<file path="config.mk">
export PLATFORM = sky130hd
export DESIGN_NAME = bcd_stopwatch_ctrl_flat
export DESIGN_NICKNAME = d
export VERILOG_FILES = /design/src/rtl/bcd_stopwatch_ctrl_if.sv /design/src/rtl/bcd_stopwatch_ctrl.sv /design/src/flat_wrapper.sv
export SDC_FILE = /design/constraint.sdc
export NUM_CORES = 1
export LEC_CHECK = 0
export ABC_AREA = 0
export CAP_MARGIN = 30
export CORE_ASPECT_RATIO = 1.2
export CORE_MARGIN = 2
export CORE_UTILIZATION = 55
export CTS_CLUSTER_DIAMETER = 150
export DETAILED_ROUTE_END_ITERATION = 7
export DONT_BUFFER_PORTS = 1
export GPL_TIMING_DRIVEN = 1
export PLACE_DENSITY = 0.7
export SYNTH_ARGS = -nofsm -noshare
export SYNTH_HDL_FRONTEND = slang
export SYNTH_SLANG_ARGS = --single-unit
</file>
<file path="constraint.sdc">
create_clock -name clk -period 2.2 [get_ports clk]
set_clock_uncertainty 0.1 [all_clocks]
set_input_delay 0.44 -clock clk [delete_from_list [all_inputs] [get_ports clk]]
set_output_delay 0.44 -clock clk [all_outputs]
set_load 0.05 [all_outputs]
</file>
<file path="src/rtl/bcd_stopwatch_ctrl_if.sv">
`timescale 1ns/1ps
`default_nettype none
// ============================================================================
// Module   : bcd_stopwatch_ctrl_if
// Brief    : Command pulses in, BCD count/display and status out.
// Revision : 1.0
// ============================================================================
interface bcd_stopwatch_ctrl_if #(
    parameter int DIGITS = 4
);
    logic                  start_stop;
    logic                  clear;
    logic                  lap;
    logic [4*DIGITS-1:0]   count;
    logic [4*DIGITS-1:0]   display;
    logic                  running;
    logic                  lap_hold;
    logic                  overflow;

    modport master (
        output start_stop, clear, lap,
        input  count, display, running, lap_hold, overflow
    );

    modport slave (
        input  start_stop, clear, lap,
        output count, display, running, lap_hold, overflow
    );
endinterface
`default_nettype wire

</file>
<file path="src/rtl/bcd_stopwatch_ctrl.sv">
`timescale 1ns/1ps
`default_nettype none
// ============================================================================
// Module   : bcd_stopwatch_ctrl
// Brief    : Start/stop/clear/lap stopwatch over cascaded single-edge BCD digits.
// Revision : 1.0
// ============================================================================
module bcd_stopwatch_ctrl #(
    parameter int DIGITS   = 4,
    parameter int PRESCALE = 10
) (
    input wire                 clk,
    input wire                 rst_n,
    bcd_stopwatch_ctrl_if.slave bus
);
    localparam int              c_W    = 4 * DIGITS;
    localparam int              c_PW   = (PRESCALE > 1) ? $clog2(PRESCALE) : 1;
    localparam logic [c_PW-1:0] c_PMAX = c_PW'(PRESCALE - 1);

    typedef enum logic [1:0] {
        S_IDLE  = 2'd0,
        S_RUN   = 2'd1,
        S_PAUSE = 2'd2
    } state_t;

    state_t           r_state;
    logic [c_PW-1:0]  r_presc;
    logic [c_W-1:0]   r_count;
    logic [c_W-1:0]   r_lap;
    logic             r_lap_hold;
    logic             r_overflow;
    logic             r_running;

    logic             w_tick;
    logic             w_carry;
    logic             w_wrap;
    logic [c_W-1:0]   w_next;

    // A pause edge suppresses the tick even though the pre-edge state is RUN.
    assign w_tick = (r_state == S_RUN) && !bus.start_stop && (r_presc == c_PMAX);

    // Whole-chain ripple resolved combinationally so every digit lands on one edge.
    always_comb begin
        w_carry = w_tick;
        w_next  = r_count;
        for (int i = 0; i < DIGITS; i++) begin
            if (w_carry) begin
                if (r_count[4*i +: 4] >= 4'd9) begin
                    w_next[4*i +: 4] = 4'd0;
                end else begin
                    w_next[4*i +: 4] = r_count[4*i +: 4] + 4'd1;
                    w_carry          = 1'b0;
                end
            end
        end
        w_wrap = w_carry;
    end

    always_ff @(posedge clk or negedge rst_n) begin
        if (!rst_n) begin
            r_state    <= S_IDLE;
            r_presc    <= '0;
            r_count    <= '0;
            r_lap      <= '0;
            r_lap_hold <= 1'b0;
            r_overflow <= 1'b0;
            r_running  <= 1'b0;
        end else begin
            case (r_state)
                S_RUN: begin
                    if (bus.start_stop) begin
                        r_state   <= S_PAUSE;
                        r_running <= 1'b0;
                    end else begin
                        r_presc <= (r_presc == c_PMAX) ? '0 : r_presc + 1'b1;
                        r_count <= w_next;
                        if (w_wrap) begin
                            r_overflow <= 1'b1;
                        end
                        if (bus.lap) begin
                            if (!r_lap_hold) begin
                                r_lap      <= r_count;
                                r_lap_hold <= 1'b1;
                            end else begin
                                r_lap_hold <= 1'b0;
                            end
                        end
                    end
                end
                default: begin
                    // Clear outranks start_stop in both IDLE and PAUSE.
                    if (bus.clear) begin
                        r_state    <= S_IDLE;
                        r_presc    <= '0;
                        r_count    <= '0;
                        r_lap      <= '0;
                        r_lap_hold <= 1'b0;
                        r_overflow <= 1'b0;
                        r_running  <= 1'b0;
                    end else if (bus.start_stop) begin
                        r_state   <= S_RUN;
                        r_running <= 1'b1;
                    end
                end
            endcase
        end
    end

    assign bus.count    = r_count;
    assign bus.display  = r_lap_hold ? r_lap : r_count;
    assign bus.running  = r_running;
    assign bus.lap_hold = r_lap_hold;
    assign bus.overflow = r_overflow;
endmodule
`default_nettype wire

</file>
<file path="src/flat_wrapper.sv">
// flat-port wrapper written by rule: the top's interface ports become plain ports
module bcd_stopwatch_ctrl_flat 
#(
    parameter int DIGITS   = 4,
    parameter int PRESCALE = 10
)
  (clk, rst_n, bus_start_stop, bus_clear, bus_lap, bus_count, bus_display, bus_running, bus_lap_hold, bus_overflow);
  bcd_stopwatch_ctrl_if #(.DIGITS(DIGITS)) bus_i ();
  input wire clk;
  input wire rst_n;
  input wire logic [$bits(bus_i.start_stop)-1:0] bus_start_stop;
  input wire logic [$bits(bus_i.clear)-1:0] bus_clear;
  input wire logic [$bits(bus_i.lap)-1:0] bus_lap;
  output wire logic [$bits(bus_i.count)-1:0] bus_count;
  output wire logic [$bits(bus_i.display)-1:0] bus_display;
  output wire logic [$bits(bus_i.running)-1:0] bus_running;
  output wire logic [$bits(bus_i.lap_hold)-1:0] bus_lap_hold;
  output wire logic [$bits(bus_i.overflow)-1:0] bus_overflow;
  assign bus_i.start_stop = bus_start_stop;
  assign bus_i.clear = bus_clear;
  assign bus_i.lap = bus_lap;
  assign bus_count = bus_i.count;
  assign bus_display = bus_i.display;
  assign bus_running = bus_i.running;
  assign bus_lap_hold = bus_i.lap_hold;
  assign bus_overflow = bus_i.overflow;
  bcd_stopwatch_ctrl #(.DIGITS(DIGITS), .PRESCALE(PRESCALE)) u_core (.clk(clk), .rst_n(rst_n), .bus(bus_i));
endmodule
</file>
**After elaboration in Yosys (flattened, before gate mapping)**

Index checks and enable logic that the tools add are counted.

- Bits in registers: 41
- Bits of input ports: 5
- Output and inout bits: 35
- Logic and storage cells: 85

- $add $sub $neg: 5
- Order comparisons: 4
- Equality and inequality tests: 10
- Muxes and demuxes: 43
- Reductions and logical operators: 13

Operators by type and width:

| kind | number |
|---|---|
| 16-bit 2-to-1 mux | 7 |
| 4-bit 2-to-1 mux | 12 |
| 4-bit by 1-bit adder with 4-bit output (second input constant) | 5 |
| 1-bit 2-to-1 mux | 20 |
| 3-bit AND reduction | 6 |
| 4-bit >= comparator (second input constant) | 4 |
| 2-bit inequality test (second input constant) | 6 |
| 2-bit 2-to-1 mux | 4 |
| 4-bit equality test (second input constant) | 1 |
| 2-bit by 1-bit inequality test with 1-bit output (second input constant) | 2 |
| 2-bit AND reduction | 2 |
| 2-bit nonzero test | 2 |
| 2-bit by 1-bit equality test with 1-bit output (second input constant) | 1 |
| 1-bit logical AND | 2 |
| 1-bit zero test | 1 |

**Longest topological paths before layout**

Gate-level depths: netlist of run 1.

- Word-level depth: 10
- Mapped depth: 8
- Depth with buffers taken out: 7

**Worst setup path after synthesis of run 1**

OpenSTA, ideal clock, no wires.

- Path kind: register to output
- Start point: reg u_core.r_lap_hold (netlist: u_core.bus.lap_hold)
- End point: out bus_display[0]
- Arrival: 2.124 ns
- Required time: 1.660 ns
- Setup slack: -0.464 ns
- Cell stages (with the launch flop): 4
- Path buffers: 2
- Cells stage by stage: dfrtp_1 -> buf_2 -> clkbuf_1 -> o21ai_0

- Word-level cells in the longest chain between the ends: 1

RTL lines:

| what | RTL line | source |
|---|---|---|
| start, declared | bcd_stopwatch_ctrl.sv:30 | `logic r_lap_hold;` |
| start signal, assigned | bcd_stopwatch_ctrl.sv:65 | `r_lap_hold <= 1'b0;` |
| start signal, assigned | bcd_stopwatch_ctrl.sv:83 | `r_lap_hold <= 1'b1;` |
| start signal, assigned | bcd_stopwatch_ctrl.sv:85 | `r_lap_hold <= 1'b0;` |
| 16-bit 2-to-1 mux | -- |  |
| end, declared | flat_wrapper.sv:15 | `output wire logic [$bits(bus_i.display)-1:0] bus_display;` |

Every way passes these cells.

**Worst setup path in the final report of run 1**

- Start point: reg u_core.r_lap_hold (netlist: u_core.bus.lap_hold)
- End point: out bus_display[15]

Same word-level chain as after synthesis.

==> results of run 1 <==
per-stage QoR:
step / area (um2) / total power, W / hold slack (ps)
floorplan: 2280 / 0.00182 / 44.4
global placement: 2510 / 0.00213 / 45.4
detailed placement: 2510 / 0.00215 / 45.5
CTS: 2640 / 0.00269 / 124
global route: 2640 / 0.00283 / 123
finish: 2640 / 0.00268 / 132
state kept, by name, summed over array words and instances (netlist names):
register / flops
u_core.r_state: 2
u_core.bus.lap_hold: 1
u_core.bus.count: 16
u_core.bus.overflow: 1
u_core.r_presc: 4
u_core.r_lap: 16
per-layer routing:
layer / vias up / GRT usage (%) / share of wire, %
li1: 906 / - / -
met1: 921 / 30.7 / 41
met2: 62 / 42.8 / 51
met3: 8 / 6.20 / 6.2
met4: 0 / 8.15 / 1.6
met5: - / 0 / 0
how the worst min path moves through the flow:
stage	slack, ps	from	endpoint
2_1_floorplan	40	rst_n	u_core.bus.count[0]
3_3_place_gp	50	rst_n	u_core.bus.count[10]
3_5_place_dp	50	rst_n	u_core.bus.count[10]
4_1_cts	120	bus_clear	u_core.bus.overflow
5_1_grt	120	bus_clear	u_core.bus.overflow
6_report	130	bus_clear	u_core.bus.overflow
cell type report:
cell class	count	area, um2
timing repair buffer	34	270
fill	338	1300
clock buffer	7	86.3
inverter	14	52.6
sequential	40	1000
clock inverter	1	7.51
multi-input combinational	174	1150
tap	54	67.6
cell usage after synthesis (all sizes together) (3+ instances only):
library cell	instances	share of area, %
dfrtp	40	44
nand3	37	8.4
nand2	34	5.8
o21ai	23	5.1
ha	14	7.7
inv	14	2.3
nor2	9	1.5
mux2	8	4.0
buf	7	2.1
a21oi	6	2.3
clkbuf	6	0.99
nand2b	4	1.1
nand4	3	1.5
o2bb2ai	3	1.2
o31ai	3	1.2
or3b	3	1.3
cell families (layout without fill, tap and decap cells):
logic type / count (synthesis) / count (layout) / share of synthesized area, %
AO/OA/AOI/OAI: 49 / 49 / 14.6
XOR/XNOR: 2 / 2 / 0.771
adder cells (fa/ha/maj): 14 / 14 / 7.71
buffers and inverters: 27 / 56 / 5.39
flip-flops: 40 / 40 / 44.0
multiplexers: 10 / 10 / 4.84
AND/OR/NAND/NOR: 99 / 99 / 22.7
report_power, final:
group	leakage, nW	internal (W)	switching (W)
logic	0.724	0.000373	0.000894
clock network	0.0445	0.000255	0.000254
registers	0.544	0.000828	0.0000770
repair_timing:
item / in CTS / in global routing
hold buffers: 2 / 0
endpoints found under the setup margin: 0 / 0
endpoints found under the hold margin: 40 / 0
==> PnR_summary.wiki, run 1 <==
{| class="wikitable"
! Metric !! Value
|-
| Outcome || finished clean
|-
| Post-synthesis net count || 260
|-
| Main flop type after synthesis || dfrtp_1
|-
| Final worst-path setup slack || roughly 140 ps
|-
| Num CTS Buffers || 5
|-
| Proportion of synthesized chip area in sequential cells || between 40% and 50%
|-
| Global route overflow || 0
|-
| DP HPWL || roughly 3.8 mm
|-
| Number of global-route vias before repair || between 1500 and 2000
|-
| Pin count of the biggest net entering global routing || 41
|-
| Total number of yosys warnings || 0
|-
| Max Clk Rate || between 400 and 500 MHz
|-
| Clock tree root buffer cell || clkbuf_8
|-
| Crit Reg-Reg Endpoint || u_core.bus.count[13]
|-
| Final routed DRC violation total || 0
|-
| VDD IR max || just over 0.6 mV
|-
| Post-CTS sizing || 0
|-
| Count of placed standard cells in the final layout, fillers left out || 324
|-
| Nets || roughly 290
|-
| Setup repair after global routing missed its margin || no
|-
| Commonest cells after routing, fill and taps aside || dfrtp_1 (38), nand3_1 (36), nand2_1 (32), buf_4 (32)
|-
| Total power divided by cell area || 1020 nW/um2
|-
| Post-CTS clock slew at the launch and capture registers of the worst setup and hold paths || around 80 ps
|-
| Die area || 4670 um2
|-
| Synth-to-Final Area Change || 16.0%
|-
| Top-Level Pins || 40
|-
| Max_cap viols || 0
|-
| Crit Path Class || reg -> out
|-
| Number of core rows || 25
|-
| Initial antenna violation count || 0
|-
| Placed Instances || around 310
|-
| Fin crit period || roughly 2000 ps
|-
| Static leakage || around 1.3 nW
|-
| Final RePlAce weighted congestion || around 0.81
|-
| Overall routing resource usage || about a quarter
|-
| DRC violation total after the first TritonRoute iteration || between 150 and 200
|-
| Total of endpoints with negative setup slack in the final report || 0
|-
| Worst-case headroom to the max-slew limit || 65.3%
|-
| Ratio of final minimum period to clock period || approximately 94%
|-
| Final Slew Violations || 0
|-
| Cell count after synthesis || about 240
|-
| Post-Syn Area per Cell || ~9.4 um2
|-
| Horiz. Die Dim || 62.7 um
|-
| Cell-by-cell trace of the critical path || buf_4 > mux2_2
|-
| Maximum fanout count along the critical path || 28
|-
| Detail-routed net length per standard cell || 16.6 um
|-
| Number of I/O port buffers || 0
|-
| Startpoint class of the critical path || flip-flop
|-
| Register-to-register path setup slack || approximately 160 ps
|-
| Area of the core || roughly 4000 um2
|-
| Diode count || 0
|-
| Biggest cell delay along the critical path || between 500 and 600 ps
|-
| Initial DRT Pass Iterations || 4
|-
| Async SR Flop Fraction || 100%
|-
| Nature of the critical path endpoint || output port
|-
| Worst hold path type || in -> reg
|-
| Count of buffers added by post-CTS timing repair for setup || 0
|-
| Clock network latency to the later pin of the worst-skew pair || about 290 ps
|-
| EDFF count, synth || 0
|-
| Final wirelength || between 5 and 6 mm
|-
| Share of the core filled with cells in the final layout || about two thirds
|-
| First-pass GRT wire length || 8.91 mm
|-
| Placement-stage worst setup slack || around 200 ps
|-
| Syn Std Cell Area || ~2300 um2
|-
| Delay-heaviest family, CP || multiplexers
|-
| Maximum clock path buffer count || 2
|-
| Vias per cell || about 5.9
|-
| Timing startpoint of the critical path || u_core.bus.lap_hold
|-
| Synth Register Bits || 40
|-
| Setup TNS Final || 0 ps
|-
| CP max stage cell || mux2_2
|-
| Reg2Reg Depth || 7
|-
| Number of hold violations in the final report || 0
|-
| Share of post-route cells with drive strength above 1 || between 20% and 30%
|-
| Arrival time of the worst setup path || between 1500 and 2000 ps
|-
| Startpoint of the worst register-to-register path || u_core.bus.count[4]
|-
| Vertical die dimension || between 70 and 80 um
|-
| Transition time at the pin with the least slew margin || just over 500 ps
|-
| Level count of the clock H-tree || 2
|-
| Sinks on Clock Net || 40
|-
| Timing endpoint of the critical path || bus_display[15]
|-
| Starting Density || between 50 and 60%
|-
| Number of logic stages on the critical path including buffering || 2
|-
| Remaining antenna violation count || 0
|-
| Clock tree from TritonCTS || built
|-
| Count of vias placed by the detailed router || between 1500 and 2000
|-
| Commonest non-fill, non-tap cell in the layout || dfrtp_1
|-
| Required time of the worst setup path || between 1500 and 2000 ps
|-
| Cell count of the worst hold path || 1
|-
| Buffering stage count on the worst path with inverters included || 1
|-
| Count of different cell masters after synthesis || 45
|}
Power figures use the tool's default switching activity.
==> run 2, diff against run 1 <==
- CELL_PAD_IN_SITES_DETAIL_PLACEMENT: not set -> 1
- CELL_PAD_IN_SITES_GLOBAL_PLACEMENT: not set -> 1
- CORE_UTILIZATION: 55 -> 48
- PLACE_DENSITY: 0.7 -> 0.89
==> PnR_summary.wiki, run 2 (same netlist as run 1, synthesis figures left out) <==
{| class="wikitable"
! Metric !! Value
|-
| Outcome || finished clean
|-
| Initial antenna violation count || 0 (unchanged)
|-
| Transition time at the pin with the least slew margin || 569 ps (+52.6 ps)
|-
| Num CTS Buffers || 5 (unchanged)
|-
| Cell-by-cell trace of the critical path || inv_1 > ha_1 > or3b_4 > a21oi_4 > a21oi_4 > and2_1 > a41o_1
|-
| Count of buffers added by post-CTS timing repair for setup || 0 (unchanged)
|-
| Setup repair after global routing missed its margin || no
|-
| Horiz. Die Dim || 66.8 um (+6.6%)
|-
| Maximum clock path buffer count || 2 (unchanged)
|-
| Remaining antenna violation count || 0 (unchanged)
|-
| Clock tree root buffer cell || clkbuf_8
|-
| Required time of the worst setup path || 2290 ps (+630 ps)
|-
| Post-detailed-placement cell area || 2530 um2 (+0.50%)
|-
| Sw frac || 44.2% (-1.5 points)
|-
| Static leakage || 1.34 nW (+1.9%)
|-
| Final wirelength || 6.66 mm (+24%)
|-
| Startpoint class of the critical path || flip-flop
|-
| Startpoint of the lowest-slack hold path || bus_clear
|-
| Nets || 289 (+0.35%)
|-
| Share of post-route cells with drive strength above 1 || 23.2% (+0.65 points)
|-
| Max Clk Rate || 481 MHz (-1.1%)
|-
| Number of I/O port buffers || 0 (unchanged)
|-
| Reg2Reg Depth || 7 (unchanged)
|-
| Crit Path Class || reg -> reg
|-
| Nature of the critical path endpoint || flip-flop
|-
| Combinational Power Share || 44.9% (-2.3 points)
|-
| Final RePlAce weighted congestion || 0.810 (+0.14%)
|-
| Synth-to-Final Area Change || 18.0%
|-
| Worst hold path type || in -> reg
|-
| Worst hold slack after final layout || 144 ps (+11.8 ps)
|-
| Layout filler cell count || 526 (+56%)
|-
| CP max stage cell || dfrtp_1
|-
| Starting Density || 49.8% (-7.8 points)
|-
| Share of power burned in the clock network || 23.2% (+4.2 points)
|-
| Buffering stage count on the worst path with inverters included || 1 (unchanged)
|-
| Total of endpoints with negative setup slack in the final report || 0 (unchanged)
|-
| Arrival time of the worst setup path || 2170 ps (+650 ps)
|-
| Diode count || 0 (unchanged)
|-
| Share of the core filled with cells in the final layout || 58.8% (-8.1 points)
|-
| Post-CTS sizing || 0 (unchanged)
|-
| Top-Level Pins || 40 (unchanged)
|-
| Total net switching power || 0.00127 W (+3.9%)
|-
| Global route overflow || 0 (unchanged)
|-
| Startpoint of the worst register-to-register path || u_core.bus.count[4]
|-
| Number of hold violations in the final report || 0 (unchanged)
|-
| Hold Path Sink || u_core.bus.overflow
|-
| Hold buffer count at CTS || 2 (unchanged)
|-
| Final standard cell area without fillers || 2680 um2 (+1.7%)
|-
| Sinks on Clock Net || 40 (unchanged)
|-
| Crit Reg-Reg Endpoint || u_core.bus.count[13]
|-
| Biggest cell delay along the critical path || 420 ps (-110 ps)
|-
| Cell count of the worst hold path || 1 (unchanged)
|-
| Die area || 5310 um2 (+14%)
|-
| VDD IR max || 0.570 mV (-8.1%)
|-
| Overall routing resource usage || 27.4% (+2.7 points)
|-
| Final Slew Violations || 0 (unchanged)
|-
| Final routed DRC violation total || 0 (unchanged)
|-
| Initial DRT Pass Iterations || 4 (unchanged)
|-
| Fin crit period || 2080 ps (+23.0 ps)
|-
| Number of logic stages on the critical path including buffering || 7 (+5)
|-
| First-pass GRT wire length || 10.8 mm (+21%)
|-
| Vertical die dimension || 79.4 um (+6.7%)
|-
| Register share of total power || 31.9% (-1.9 points)
|-
| Count of vias placed by the detailed router || 1951 (+2.8%)
|-
| Register-to-register path setup slack || 120 ps (-40 ps)
|-
| Timing startpoint of the critical path || u_core.bus.count[4]
|-
| Clock tree from TritonCTS || built
|-
| Pin count of the biggest net entering global routing || 41 (unchanged)
|-
| DP HPWL || 4.76 mm (+26%)
|-
| Detail-routed net length per standard cell || 20.3 um (+22%)
|-
| Worst-case headroom to the max-slew limit || 61.7% (-3.5 points)
|-
| Post-CTS clock slew at the launch and capture registers of the worst setup and hold paths || 80 ps (about the same)
|-
| Area of the core || 4560 um2 (+16%)
|-
| Level count of the clock H-tree || 2 (unchanged)
|-
| Commonest cells after routing, fill and taps aside || dfrtp_1 (38), nand3_1 (36), buf_4 (33), nand2_1 (32)
|-
| Commonest non-fill, non-tap cell in the layout || dfrtp_1
|-
| DRC violation total after the first TritonRoute iteration || 132 (-19%)
|-
| Max_cap viols || 0 (unchanged)
|-
| Number of core rows || 27 (+8.0%)
|-
| Cell internal power dissipation || 0.00161 W (+10%)
|-
| Clock network latency to the later pin of the worst-skew pair || 300 ps (about the same)
|-
| Cell occurring most often along the worst timing path || a21oi_4
|-
| Delay-heaviest family, CP || simple AND/OR/NAND/NOR gates
|-
| Vias per cell || 5.93 (+1.3%)
|-
| Total power divided by cell area || 1070 nW/um2 (+5.6%)
|-
| Number of global-route vias before repair || 2080 (+13%)
|-
| Ratio of final minimum period to clock period || 94.6% (+1.0 points)
|-
| Maximum fanout count along the critical path || 13 (-54%)
|}
[run 2: how the worst max path moves through the flow]
stage,end
global placement,u_core.bus.count[13]
CTS,u_core.bus.count[13]
floorplan,bus_display[1]
detailed placement,u_core.bus.count[13]
global route,u_core.bus.count[11]
finish,u_core.bus.count[13]
[run 2: layer usage]
layer  GRT usage, %  part of all wire (%)  vias up
met2           47.8                    53       56
li1               -                     -      901
met5              0                     0        -
met4           10.8                   2.4        0
met3           6.35                   4.8       17
met1           32.0                    39      977
[run 2: layout make-up]
class | count | area, um2 | area share, %
inverters | 14 | 52.6 | 1.96
clock buffers | 7 | 96.3 | 3.59
multi-input cells | 174 | 1150 | 42.9
well taps | 58 | 72.6 | 2.71
clock inverters | 1 | 30.0 | 1.12
flip-flops and latches | 40 | 1000 | 37.4
repair buffers | 35 | 278 | 10.4
[run 2: stage by stage]
| step | worst slack [ps] | setup TNS [ps] | total power, W | instances |
|---|---|---|---|---|
| finish | 119 | 0 | 0.00288 | 329 |
| global route | 3.96 | 0 | 0.00303 | 329 |
| CTS | 129 | 0 | 0.00288 | 329 |
| detailed placement | 171 | 0 | 0.00220 | 319 |
| global placement | 248 | 0 | 0.00213 | 319 |
| floorplan | -103 | -913 | 0.00182 | 241 |
[run 2: power groups by stage]
stage	sequential, W	clock (W)	combinational, W
floorplan	0.00115	0	0.000670
global placement	0.000917	0	0.00122
detailed placement	0.000930	0	0.00127
CTS	0.000916	0.000671	0.00130
global route	0.000928	0.000714	0.00138
finish	0.000919	0.000667	0.00129
[run 2: worst register-to-register path, delay by kind of cell (launching register included)]
kind,cells,cell delay (ps)
AND/OR/NAND/NOR,2,600
AO/OA/AOI/OAI,3,580
flip-flops,1,420
adder cells (fa/ha/maj),1,150
buffers and inverters,1,130
==> run 3, diff against run 2 <==
- MAX_ROUTING_LAYER: not set -> met4
==> PnR_summary.wiki, run 3 (same netlist as run 1, synthesis figures left out) <==
{| class="wikitable"
! Metric !! Value
|-
| Outcome || finished clean
|-
| Nets || 289 (unchanged)
|-
| Die area || 5310 um2 (unchanged)
|-
| Overall routing resource usage || 28.1% (+0.70 points)
|-
| Total of endpoints with negative setup slack in the final report || 0 (unchanged)
|-
| Vias per cell || 5.99 (+0.97%)
|-
| Initial antenna violation count || 0 (unchanged)
|-
| Final Slew Violations || 0 (unchanged)
|-
| Post-detailed-placement cell area || 2530 um2 (unchanged)
|-
| Post-CTS sizing || 0 (unchanged)
|-
| Detail-routed net length per standard cell || 20.3 um (about the same)
|-
| Number of I/O port buffers || 0 (unchanged)
|-
| Worst hold path type || in -> reg
|-
| Num CTS Buffers || 5 (unchanged)
|-
| Top-Level Pins || 40 (unchanged)
|-
| First-pass GRT wire length || 10.8 mm (unchanged)
|-
| DRC violation total after the first TritonRoute iteration || 132 (unchanged)
|-
| Nature of the critical path endpoint || flip-flop
|-
| Timing startpoint of the critical path || u_core.bus.count[4]
|-
| CP max stage cell || dfrtp_1
|-
| Cell occurring most often along the worst timing path || a21oi_4
|-
| Setup repair after global routing missed its margin || no
|-
| Power Total || 0.00287 W (-0.26%)
|-
| Max Clk Rate || 481 MHz (+0.19%)
|-
| Share of post-route cells with drive strength above 1 || 23.2% (unchanged)
|-
| Horiz. Die Dim || 66.8 um (unchanged)
|-
| Cell count of the worst hold path || 1 (unchanged)
|-
| DP HPWL || 4.76 mm (unchanged)
|-
| Area of the core || 4560 um2 (unchanged)
|-
| Register-to-register path setup slack || 120 ps (about the same)
|-
| VDD IR max || 0.568 mV (-0.47%)
|-
| Number of logic stages on the critical path including buffering || 7 (unchanged)
|-
| Crit Reg-Reg Endpoint || u_core.bus.count[13]
|-
| Number of core rows || 27 (unchanged)
|-
| Final worst-path setup slack || 123 ps (+4.00 ps)
|-
| Level count of the clock H-tree || 2 (unchanged)
|-
| Count of placed standard cells in the final layout, fillers left out || 329 (unchanged)
|-
| Diode count || 0 (unchanged)
|-
| Initial DRT Pass Iterations || 4 (unchanged)
|-
| Startpoint class of the critical path || flip-flop
|-
| Ratio of final minimum period to clock period || 94.4% (-0.18 points)
|-
| Sinks on Clock Net || 40 (unchanged)
|-
| Fin crit period || 2080 ps (-4.00 ps)
|-
| Number of hold violations in the final report || 0 (unchanged)
|-
| Delay-heaviest family, CP || simple AND/OR/NAND/NOR gates
|-
| Remaining antenna violation count || 0 (unchanged)
|-
| Worst-case headroom to the max-slew limit || 60.2% (-1.5 points)
|-
| Synth-to-Final Area Change || 18.0% (unchanged)
|-
| Clock tree root buffer cell || clkbuf_8
|-
| Static leakage || 1.34 nW (unchanged)
|-
| Starting Density || 49.8% (unchanged)
|-
| Post-CTS clock slew at the launch and capture registers of the worst setup and hold paths || 80 ps (about the same)
|-
| Area occupied by registers || 1000 um2 (unchanged)
|-
| Startpoint of the worst register-to-register path || u_core.bus.count[4]
|-
| Maximum fanout count along the critical path || 13 (unchanged)
|-
| Number of global-route vias before repair || 2082 (+0.096%)
|-
| Arrival time of the worst setup path || 2160 ps (about the same)
|-
| Multi-input gate area || 1150 um2 (unchanged)
|-
| Vertical die dimension || 79.4 um (unchanged)
|-
| Buffering stage count on the worst path with inverters included || 1 (unchanged)
|-
| Maximum clock path buffer count || 2 (unchanged)
|-
| Transition time at the pin with the least slew margin || 591 ps (+22.0 ps)
|-
| Pin count of the biggest net entering global routing || 41 (unchanged)
|-
| Clock tree from TritonCTS || built
|-
| Biggest cell delay along the critical path || 420 ps (about the same)
|-
| Clock network latency to the later pin of the worst-skew pair || 290 ps (about the same)
|-
| Count of buffers added by post-CTS timing repair for setup || 0 (unchanged)
|-
| Commonest cells after routing, fill and taps aside || dfrtp_1 (38), nand3_1 (36), buf_4 (33), nand2_1 (32)
|-
| Final RePlAce weighted congestion || 0.822 (+1.5%)
|-
| Total power divided by cell area || 1070 nW/um2 (-0.26%)
|-
| Final standard cell area without fillers || 2680 um2 (unchanged)
|-
| Placed Instances || 319 (unchanged)
|-
| Share of the core filled with cells in the final layout || 58.8% (unchanged)
|-
| Required time of the worst setup path || 2290 ps (about the same)
|-
| Layout filler cell count || 526 (unchanged)
|-
| Crit Path Class || reg -> reg
|-
| Reg2Reg Depth || 7 (unchanged)
|-
| Final wirelength || 6.67 mm (about the same)
|-
| Cell-by-cell trace of the critical path || inv_1 > ha_1 > or3b_4 > a21oi_4 > a21oi_4 > and2_1 > a41o_1
|-
| Placement-stage worst setup slack || 171 ps (unchanged)
|-
| Final routed DRC violation total || 0 (unchanged)
|-
| Timing endpoint of the critical path || u_core.bus.count[13]
|-
| Max_cap viols || 0 (unchanged)
|-
| Commonest non-fill, non-tap cell in the layout || dfrtp_1
|-
| Count of vias placed by the detailed router || 1970 (+0.97%)
|-
| Global route overflow || 0 (unchanged)
|}
run 3: routing by layer:
metal  part of all wire (%)  routed length [um]  global-route usage (%)
met1                     39                2630                    31.6
met2                     53                3570                    48.3
met3                    4.8                 317                    6.06
met4                    2.4                 159                    10.8
met5                      0                   0                       -
run 3: worst min-delay path by stage:
stage / endpoint / from / slack [ps]
6_report: u_core.bus.overflow / bus_clear / 150
5_1_grt: u_core.bus.overflow / bus_clear / 130
4_1_cts: u_core.bus.overflow / bus_clear / 140
3_5_place_dp: u_core.bus.count[8] / rst_n / 50
3_3_place_gp: u_core.bus.count[15] / rst_n / 50
2_1_floorplan: u_core.bus.count[0] / rst_n / 40
run 3: timing repair:
item,4_1_cts,5_1_grt
setup endpoints to repair,0,0
hold buffers,2,0
endpoints found under the hold margin,40,0
run 3: worst register-to-register path, delay by kind of cell, from the launching register on:
kind / cells / cell delay, ps
AO/OA/AOI/OAI: 3 / 570
adder cells (fa/ha/maj): 1 / 150
buffers and inverters: 1 / 130
flip-flops: 1 / 420
AND/OR/NAND/NOR: 2 / 600
run 3: per-stage QoR:
stage	TNS [ps]	hold slack, ps
floorplan	-913	44.4
CTS	0	142
finish	0	148
detailed placement	0	45.6
global route	0	128
global placement	0	45.8
run 3: where the power goes:
part           switching (W)  total, W  internal (W)
combinational       0.000913   0.00129      0.000377
clock               0.000263  0.000663      0.000401
sequential         0.0000901  0.000919      0.000829
total                0.00127   0.00287       0.00161
run 3: final cells by class:
type	count	area share, %
flip-flops and latches	40	37.4
clock inverters	1	1.12
clock buffers	7	3.59
inverters	14	1.96
multi-input cells	174	42.9
well taps	58	2.71
repair buffers	35	10.4
